$ cat config.mk
export PLATFORM = sky130hd
export DESIGN_NAME = cache_controller_flat
export DESIGN_NICKNAME = d
export VERILOG_FILES = /design/src/rtl/cache_pkg.sv /design/src/rtl/cache_controller_if.sv /design/src/rtl/lru_age_update.sv /design/src/rtl/cache_controller.sv /design/src/flat_wrapper.sv
export SDC_FILE = /design/constraint.sdc
export NUM_CORES = 2
export LEC_CHECK = 0
export CAP_MARGIN = 20
export CORE_UTILIZATION = 40
export CTS_CLUSTER_SIZE = 14
export DETAILED_ROUTE_END_ITERATION = 8
export SYNTH_ARGS = -nofsm -noshare
export SYNTH_HDL_FRONTEND = slang
export SYNTH_SLANG_ARGS = --single-unit
export TNS_END_PERCENT = 50
$ cat constraint.sdc
create_clock -name clk -period 6.2 [get_ports clk]
set_clock_uncertainty 0.1 [all_clocks]
set_input_delay 1.24 -clock clk [delete_from_list [all_inputs] [get_ports clk]]
set_output_delay 1.24 -clock clk [all_outputs]
set_load 0.01 [all_outputs]
$ cat src/rtl/cache_pkg.sv
// Shared geometry and types for the 4-way, 256-set data cache controller.
package cache_pkg;

    localparam int NUM_WAYS  = 4;
    localparam int NUM_SETS  = 256;
    localparam int INDEX_LSB = 2;
    localparam int INDEX_W   = 8;

    typedef logic [1:0] way_t;
    typedef logic [1:0] age_t;
    typedef age_t [NUM_WAYS-1:0] set_ages_t;

    // Way N starts with age N: way 0 is MRU, way 3 is the first victim.
    localparam set_ages_t RESET_AGES = {2'd3, 2'd2, 2'd1, 2'd0};

    localparam age_t LRU_AGE = 2'd3;

    function automatic way_t lowest_set(input logic [NUM_WAYS-1:0] flags);
        way_t way;
        if (flags[0]) begin
            way = 2'd0;
        end else if (flags[1]) begin
            way = 2'd1;
        end else if (flags[2]) begin
            way = 2'd2;
        end else if (flags[3]) begin
            way = 2'd3;
        end else begin
            way = 2'd0;
        end
        return way;
    endfunction

endpackage

$ cat src/rtl/cache_controller_if.sv
// Datapath-to-controller bundle: access address, per-way match/empty flags, selected way.
interface cache_controller_if;
    import cache_pkg::*;

    logic [31:0] Addr;
    logic        Tag0_equal;
    logic        Tag1_equal;
    logic        Tag2_equal;
    logic        Tag3_equal;
    logic        Empty_0;
    logic        Empty_1;
    logic        Empty_2;
    logic        Empty_3;
    logic        Hit;
    logic        Usecache;
    way_t        BLK_NUM;

    modport master (
        output Addr, Tag0_equal, Tag1_equal, Tag2_equal, Tag3_equal,
        output Empty_0, Empty_1, Empty_2, Empty_3, Hit, Usecache,
        input  BLK_NUM
    );

    modport slave (
        input  Addr, Tag0_equal, Tag1_equal, Tag2_equal, Tag3_equal,
        input  Empty_0, Empty_1, Empty_2, Empty_3, Hit, Usecache,
        output BLK_NUM
    );

endinterface

$ cat src/rtl/lru_age_update.sv
// True-LRU age update for one set: the touched way becomes MRU, younger ways age by one.
module lru_age_update
    import cache_pkg::*;
(
    input  set_ages_t ages_i,
    input  way_t      way_i,
    output set_ages_t ages_o
);

    age_t touched_age_s;

    assign touched_age_s = ages_i[way_i];

    // Ways older than the touched one keep their age, so the set stays a permutation.
    always_comb begin
        ages_o = ages_i;
        for (int w = 0; w < NUM_WAYS; w++) begin
            if (w == int'(way_i)) begin
                ages_o[w] = 2'd0;
            end else if (ages_i[w] < touched_age_s) begin
                ages_o[w] = ages_i[w] + 2'd1;
            end else begin
                ages_o[w] = ages_i[w];
            end
        end
    end

endmodule

$ cat src/rtl/cache_controller.sv
// Way selection (hit > empty > LRU victim) and per-set true-LRU state for the data cache.
module cache_controller
    import cache_pkg::*;
(
    input  logic               clk,
    input  logic               rst_n,
    cache_controller_if.slave  bus
);

    logic [INDEX_W-1:0]  index_s;
    logic [NUM_WAYS-1:0] tag_eq_s;
    logic [NUM_WAYS-1:0] empty_s;
    logic                unused_addr_s;
    set_ages_t           ages_q [NUM_SETS];
    set_ages_t           cur_ages_s;
    set_ages_t           ages_d;
    way_t                victim_s;
    way_t                blk_num_s;

    assign index_s       = bus.Addr[INDEX_LSB +: INDEX_W];
    assign unused_addr_s = ^{bus.Addr[31:INDEX_LSB+INDEX_W], bus.Addr[INDEX_LSB-1:0]};
    assign tag_eq_s      = {bus.Tag3_equal, bus.Tag2_equal, bus.Tag1_equal, bus.Tag0_equal};
    assign empty_s       = {bus.Empty_3, bus.Empty_2, bus.Empty_1, bus.Empty_0};
    assign cur_ages_s    = ages_q[index_s];

    // Victim finder: the single way of the indexed set carrying the oldest age.
    always_comb begin
        if (cur_ages_s[0] == LRU_AGE) begin
            victim_s = 2'd0;
        end else if (cur_ages_s[1] == LRU_AGE) begin
            victim_s = 2'd1;
        end else if (cur_ages_s[2] == LRU_AGE) begin
            victim_s = 2'd2;
        end else begin
            victim_s = 2'd3;
        end
    end

    // Way select; a hit with no match flag set still falls back to way 0.
    always_comb begin
        if (bus.Hit) begin
            blk_num_s = lowest_set(tag_eq_s);
        end else if (|empty_s) begin
            blk_num_s = lowest_set(empty_s);
        end else begin
            blk_num_s = victim_s;
        end
    end

    assign bus.BLK_NUM = blk_num_s;

    lru_age_update u_lru_age_update (
        .ages_i (cur_ages_s),
        .way_i  (blk_num_s),
        .ages_o (ages_d)
    );

    // Per-set age storage; only the indexed set changes, and only on the first access cycle.
    always_ff @(posedge clk or negedge rst_n) begin
        if (!rst_n) begin
            for (int s = 0; s < NUM_SETS; s++) begin
                ages_q[s] <= RESET_AGES;
            end
        end else if (bus.Usecache) begin
            ages_q[index_s] <= ages_d;
        end else begin
            ages_q[index_s] <= cur_ages_s;
        end
    end

endmodule

$ cat src/flat_wrapper.sv
// flat-port wrapper written by rule: the top's interface ports become plain ports
module cache_controller_flat import cache_pkg::*;
  (clk, rst_n, bus_Addr, bus_Tag0_equal, bus_Tag1_equal, bus_Tag2_equal, bus_Tag3_equal, bus_Empty_0, bus_Empty_1, bus_Empty_2, bus_Empty_3, bus_Hit, bus_Usecache, bus_BLK_NUM);
  cache_controller_if bus_i ();
  input  logic clk;
  input  logic rst_n;
  input wire logic [$bits(bus_i.Addr)-1:0] bus_Addr;
  input wire logic [$bits(bus_i.Tag0_equal)-1:0] bus_Tag0_equal;
  input wire logic [$bits(bus_i.Tag1_equal)-1:0] bus_Tag1_equal;
  input wire logic [$bits(bus_i.Tag2_equal)-1:0] bus_Tag2_equal;
  input wire logic [$bits(bus_i.Tag3_equal)-1:0] bus_Tag3_equal;
  input wire logic [$bits(bus_i.Empty_0)-1:0] bus_Empty_0;
  input wire logic [$bits(bus_i.Empty_1)-1:0] bus_Empty_1;
  input wire logic [$bits(bus_i.Empty_2)-1:0] bus_Empty_2;
  input wire logic [$bits(bus_i.Empty_3)-1:0] bus_Empty_3;
  input wire logic [$bits(bus_i.Hit)-1:0] bus_Hit;
  input wire logic [$bits(bus_i.Usecache)-1:0] bus_Usecache;
  output wire logic [$bits(bus_i.BLK_NUM)-1:0] bus_BLK_NUM;
  assign bus_i.Addr = bus_Addr;
  assign bus_i.Tag0_equal = bus_Tag0_equal;
  assign bus_i.Tag1_equal = bus_Tag1_equal;
  assign bus_i.Tag2_equal = bus_Tag2_equal;
  assign bus_i.Tag3_equal = bus_Tag3_equal;
  assign bus_i.Empty_0 = bus_Empty_0;
  assign bus_i.Empty_1 = bus_Empty_1;
  assign bus_i.Empty_2 = bus_Empty_2;
  assign bus_i.Empty_3 = bus_Empty_3;
  assign bus_i.Hit = bus_Hit;
  assign bus_i.Usecache = bus_Usecache;
  assign bus_BLK_NUM = bus_i.BLK_NUM;
  cache_controller u_core (.clk(clk), .rst_n(rst_n), .bus(bus_i));
endmodule
==> results.py <==
metrics = {
    "global_route": {
        "grt_util_met1": 0.354,
        "grt_pass1_wl_microns": 442000,
        "use_met2": 0.394,
        "use_met3": 0.0470,
        "grt_usage": 0.255,
        "overflow": 0,
        "grt_pass1_vias": 66970,
        "grt_max_degree": 189,
        "antenna_found_initial": 19,
        "grt-busiest-layer": "met2",
    },
    "yosys": {
        "synthAdderAreaFrac": 0.000412,
        "synth_enable_flop_cells": 0,
        "yosys_most_used_dff": "dfstp_2",
        "ys_ff_latch": 2048,
        "synth_xor_area_frac": 0,
        "synth_seq_area_share": 0.576,
        "yosysWarnings": 0,
        "syn_inst": 8462,
        "synthSimpleGateAreaFrac": 0.106,
        "synth_area_sq_um": 91100,
        "async_reset_ff_frac": 1.00,
        "synth_top_family_by_area": "multiplexers",
        "synth_nets": 8509,
        "synth-compound-area-share": 0.140,
        "avgSynthCellArea_sq_um": 10.8,
        "synthDistinctLibCells": 63,
        "synthMuxAreaShare": 0.142,
    },
    "placement": {
        "io_buffers": 21,
        "dp_slack_ns": -1.34,
        "placed_area_sq_um": 98800,
        "dpl.hpwl_microns": 187000,
        "place.gp.congestion": 0.883,
    },
    "sta": {
        "setup_slack_ns": -0.216,
        "finalSetupViolCount": 1600,
        "post-route-min-period_ns": 6.42,
        "maxSlewViolCount": 0,
        "timing.final.crit_share": 1.03,
        "hold_viol_final": 0,
        "max_slew_margin": 0.232,
        "fmax_mhz": 156,
        "tightest_slew_ns": 1.15,
        "rsz0062_at_grt": "yes",
    },
    "clocking": {
        "cts_tree": "done",
        "worstSkewPairLatency_ns": 0.89,
        "numCtsBuffers": 212,
        "clockBufferDepth": 3,
        "h-tree-depth": 4,
        "clkTransAtPathRegs_ns": 0.06,
        "clock-sinks": 2048,
        "cts_root_buffer": "clkbuf_16",
    },
    "finish": {
        "fill_cells": 19840,
        "areaGrowthSynthToFinish_pct": 23.1,
        "nNetsFinal": 8883,
        "drive_gt1_frac": 0.344,
        "postLayoutCellArea_sq_um": 112000,
        "utilization": 0.497,
        "top_regs": "u_core.ages_q (2048)",
        "largest_register_ffs": 2048,
        "largest-register": "u_core.ages_q",
    },
    "power_and_ir_drop": {
        "p_switching_w": 0.00949,
        "pwr-share-seq": 0.448,
        "power_frac_comb": 0.169,
        "p_int_w": 0.0247,
        "clkPwrFrac": 0.383,
        "p_per_area_nw_per_um2": 304,
        "ir_drop_uv": 359,
        "p_sw_frac": 0.278,
        "leakage_nw": 45.6,
    },
    "die": {
        "row_count": 174,
        "io_pins": 46,
        "coreArea_sq_um": 226000,
        "die_y_microns": 479,
        "chipWidth_microns": 479,
        "die_area_sq_um": 230000,
        "start_util": 0.404,
    },
    "status": {
        "violations": "negative setup slack",
        "status": "finished with violations",
    },
    "detailed_routing": {
        "drt-initial-drc-count": 7217,
        "drtAntennaViolNets": 0,
        "drt-vias-per-instance": 5.79,
        "vias": 69554,
        "drt_pass1_iterations": 7,
        "drc_errors": 0,
        "wl_per_cell_microns": 26.0,
        "finalWirelength_microns": 313000,
    },
    "worst_setup_path": {
        "crit_fanout": 17,
        "timing.rr.start": "u_core.ages_q[547]$_DFFE_PN0P_",
        "cp-start-kind": "input port",
        "reg2regPathDepth": 24,
        "worst-setup-path-type": "input port to flip-flop",
        "worstSetupEndpointType": "flip-flop",
        "required_ns": 6.83,
        "r2r-end": "u_core.ages_q[651]$_DFFE_PN0P_",
        "r2r_setup_slack_ns": 0.19,
        "cp.arrival_ns": 7.05,
    },
    "worst_hold_path": {
        "worstHoldPathType": "input port to async pin",
    },
    "run": {
        "cap_violations": 0,
    },
}
-- worst max-delay path by stage --
stage	startpoint	to	slack (ns)
5_1_grt	bus_Addr[3]	u_core.ages_q[651]$_DFFE_PN0P_	-0.30
2_1_floorplan	bus_Addr[3]	u_core.ages_q[1139]$_DFFE_PN0P_	-0.11
6_report	bus_Addr[3]	u_core.ages_q[651]$_DFFE_PN0P_	-0.22
3_5_place_dp	bus_Addr[3]	u_core.ages_q[1922]$_DFFE_PN1P_	-1.34
3_3_place_gp	bus_Addr[3]	u_core.ages_q[1922]$_DFFE_PN1P_	-1.99
4_1_cts	bus_Addr[3]	u_core.ages_q[851]$_DFFE_PN0P_	-0.20
-- area by class of cell --
class / count / area (sq um) / share of cell area
Antenna cell: 3 / 7.51 / 0.0000669
Tap cell: 2992 / 3740 / 0.0334
Inverter: 11 / 47.5 / 0.000424
Timing Repair Buffer: 877 / 11200 / 0.0996
Sequential cell: 2048 / 52500 / 0.468
Multi-Input combinational cell: 5686 / 37500 / 0.334
Clock inverter: 72 / 777 / 0.00693
Clock buffer: 333 / 6390 / 0.0570
-- synthesized netlist by cell type (4+ instances only) --
| master | count | area, sq um |
|---|---|---|
| nand2_1 | 2340 | 8780 |
| o21ai_0 | 1296 | 6490 |
| dfrtp_1 | 1024 | 25600 |
| dfstp_2 | 1024 | 26900 |
| o21ai_1 | 767 | 3840 |
| clkbuf_1 | 426 | 1600 |
| mux4_2 | 422 | 9500 |
| mux2i_1 | 340 | 3400 |
| buf_2 | 233 | 1170 |
| a22oi_1 | 142 | 1070 |
| a21oi_1 | 77 | 385 |
| nor2_1 | 58 | 218 |
| buf_1 | 29 | 109 |
| o22ai_1 | 28 | 175 |
| nor3_1 | 27 | 135 |
| buf_4 | 25 | 188 |
| nand3_1 | 18 | 90.1 |
| o41ai_1 | 16 | 140 |
| nor2b_1 | 13 | 81.3 |
| a211oi_1 | 12 | 90.1 |
| nand2b_1 | 12 | 75.1 |
| and3_1 | 9 | 56.3 |
| a2111oi_0 | 8 | 70.1 |
| inv_1 | 7 | 26.3 |
| and2_1 | 6 | 37.5 |
| mux2_2 | 6 | 67.6 |
| nand4_1 | 6 | 37.5 |
| o211ai_1 | 6 | 45.0 |
| a221oi_1 | 5 | 43.8 |
| a22o_1 | 5 | 43.8 |
| o221ai_1 | 5 | 43.8 |
| o32ai_1 | 5 | 43.8 |
| a31oi_1 | 4 | 25.0 |
| buf_6 | 4 | 45.0 |
-- stage by stage --
step	TNS, ns	power [W]	instances	hold WS [ns]
after floorplan	-64.53	0.0176	8462	0.342
after global placement	-3699.16	0.0195	11391	0.346
after detailed placement	-2366.52	0.0196	11392	0.352
after CTS	-86.16	0.0334	11916	0.202
after global routing	-339.51	0.0353	12019	0.257
final	-161.20	0.0342	12022	0.251
-- what timing repair did --
action / 4_1_cts / 5_1_grt
setup endpoints to repair: 2029 / 2050
setup buffers: 79 / 42
hold buffers: 0 / 0
cloned: 41 / 73
resized for setup: 346 / 722
pin swaps: 43 / 174
-- logic make-up (layout without fill, tap and decap cells) --
family / after synthesis / in the layout
DFF: 2048 / 2048
other: 0 / 3
AOI/OAI and AO/OA: 2405 / 2405
adders and majority gates: 3 / 3
and+or+nand+nor: 2510 / 2510
muxes: 768 / 768
buffers and inverters: 728 / 1293
-- per-layer routing --
layer	part of all wire	wire length (microns)
met4	0.051	15900
met5	0.00022	69
met3	0.085	26500
met2	0.45	142000
met1	0.41	129000
-- placed cells by master (no fill, tap or decap), types with 43 or more instances in the layout --
cell type and instances:
buf_4 513, buf_16 58, o21ai_0 859, clkbuf_8 57, o21ai_1 844, a21oi_1 74, a22oi_1 139, clkinv_2 43
nand2_1 2339, o21ai_2 334, mux2i_1 338, dfrtp_1 1024, buf_6 53, buf_12 168, dfstp_2 1024, clkbuf_1 61
mux4_2 422, nor2_1 45, clkbuf_16 268
-- power by group through the flow --
stage          Sequential [W]  Combinational (W)  Clock, W
4_1_cts                0.0153            0.00483    0.0132
3_3_place_gp           0.0154            0.00405         0
3_5_place_dp           0.0155            0.00415         0
6_report               0.0153            0.00577    0.0131
2_1_floorplan          0.0153            0.00232         0
5_1_grt                0.0154            0.00608    0.0138
-- critical path, cell delays in order --
cell,delay [ns]
buf_16,0.15
buf_16,0.21
buf_8,0.13
buf_6,0.09
mux4_2,0.49
mux4_2,0.62
mux4_2,0.49
mux2_4,0.31
mux2i_4,0.16
inv_2,0.07
ha_4,0.17
nor2_4,0.09
nor3_1,0.04
o41a_1,0.37
buf_6,0.15
buf_4,0.14
nor2_1,0.18
nand3_1,0.11
and4b_2,0.40
o41a_1,0.44
o21ai_4,0.18
buf_6,0.17
buf_16,0.18
buf_12,0.13
buf_16,0.14
o21ai_1,0.07
No activity file was read; power rests on OpenSTA's default activity.
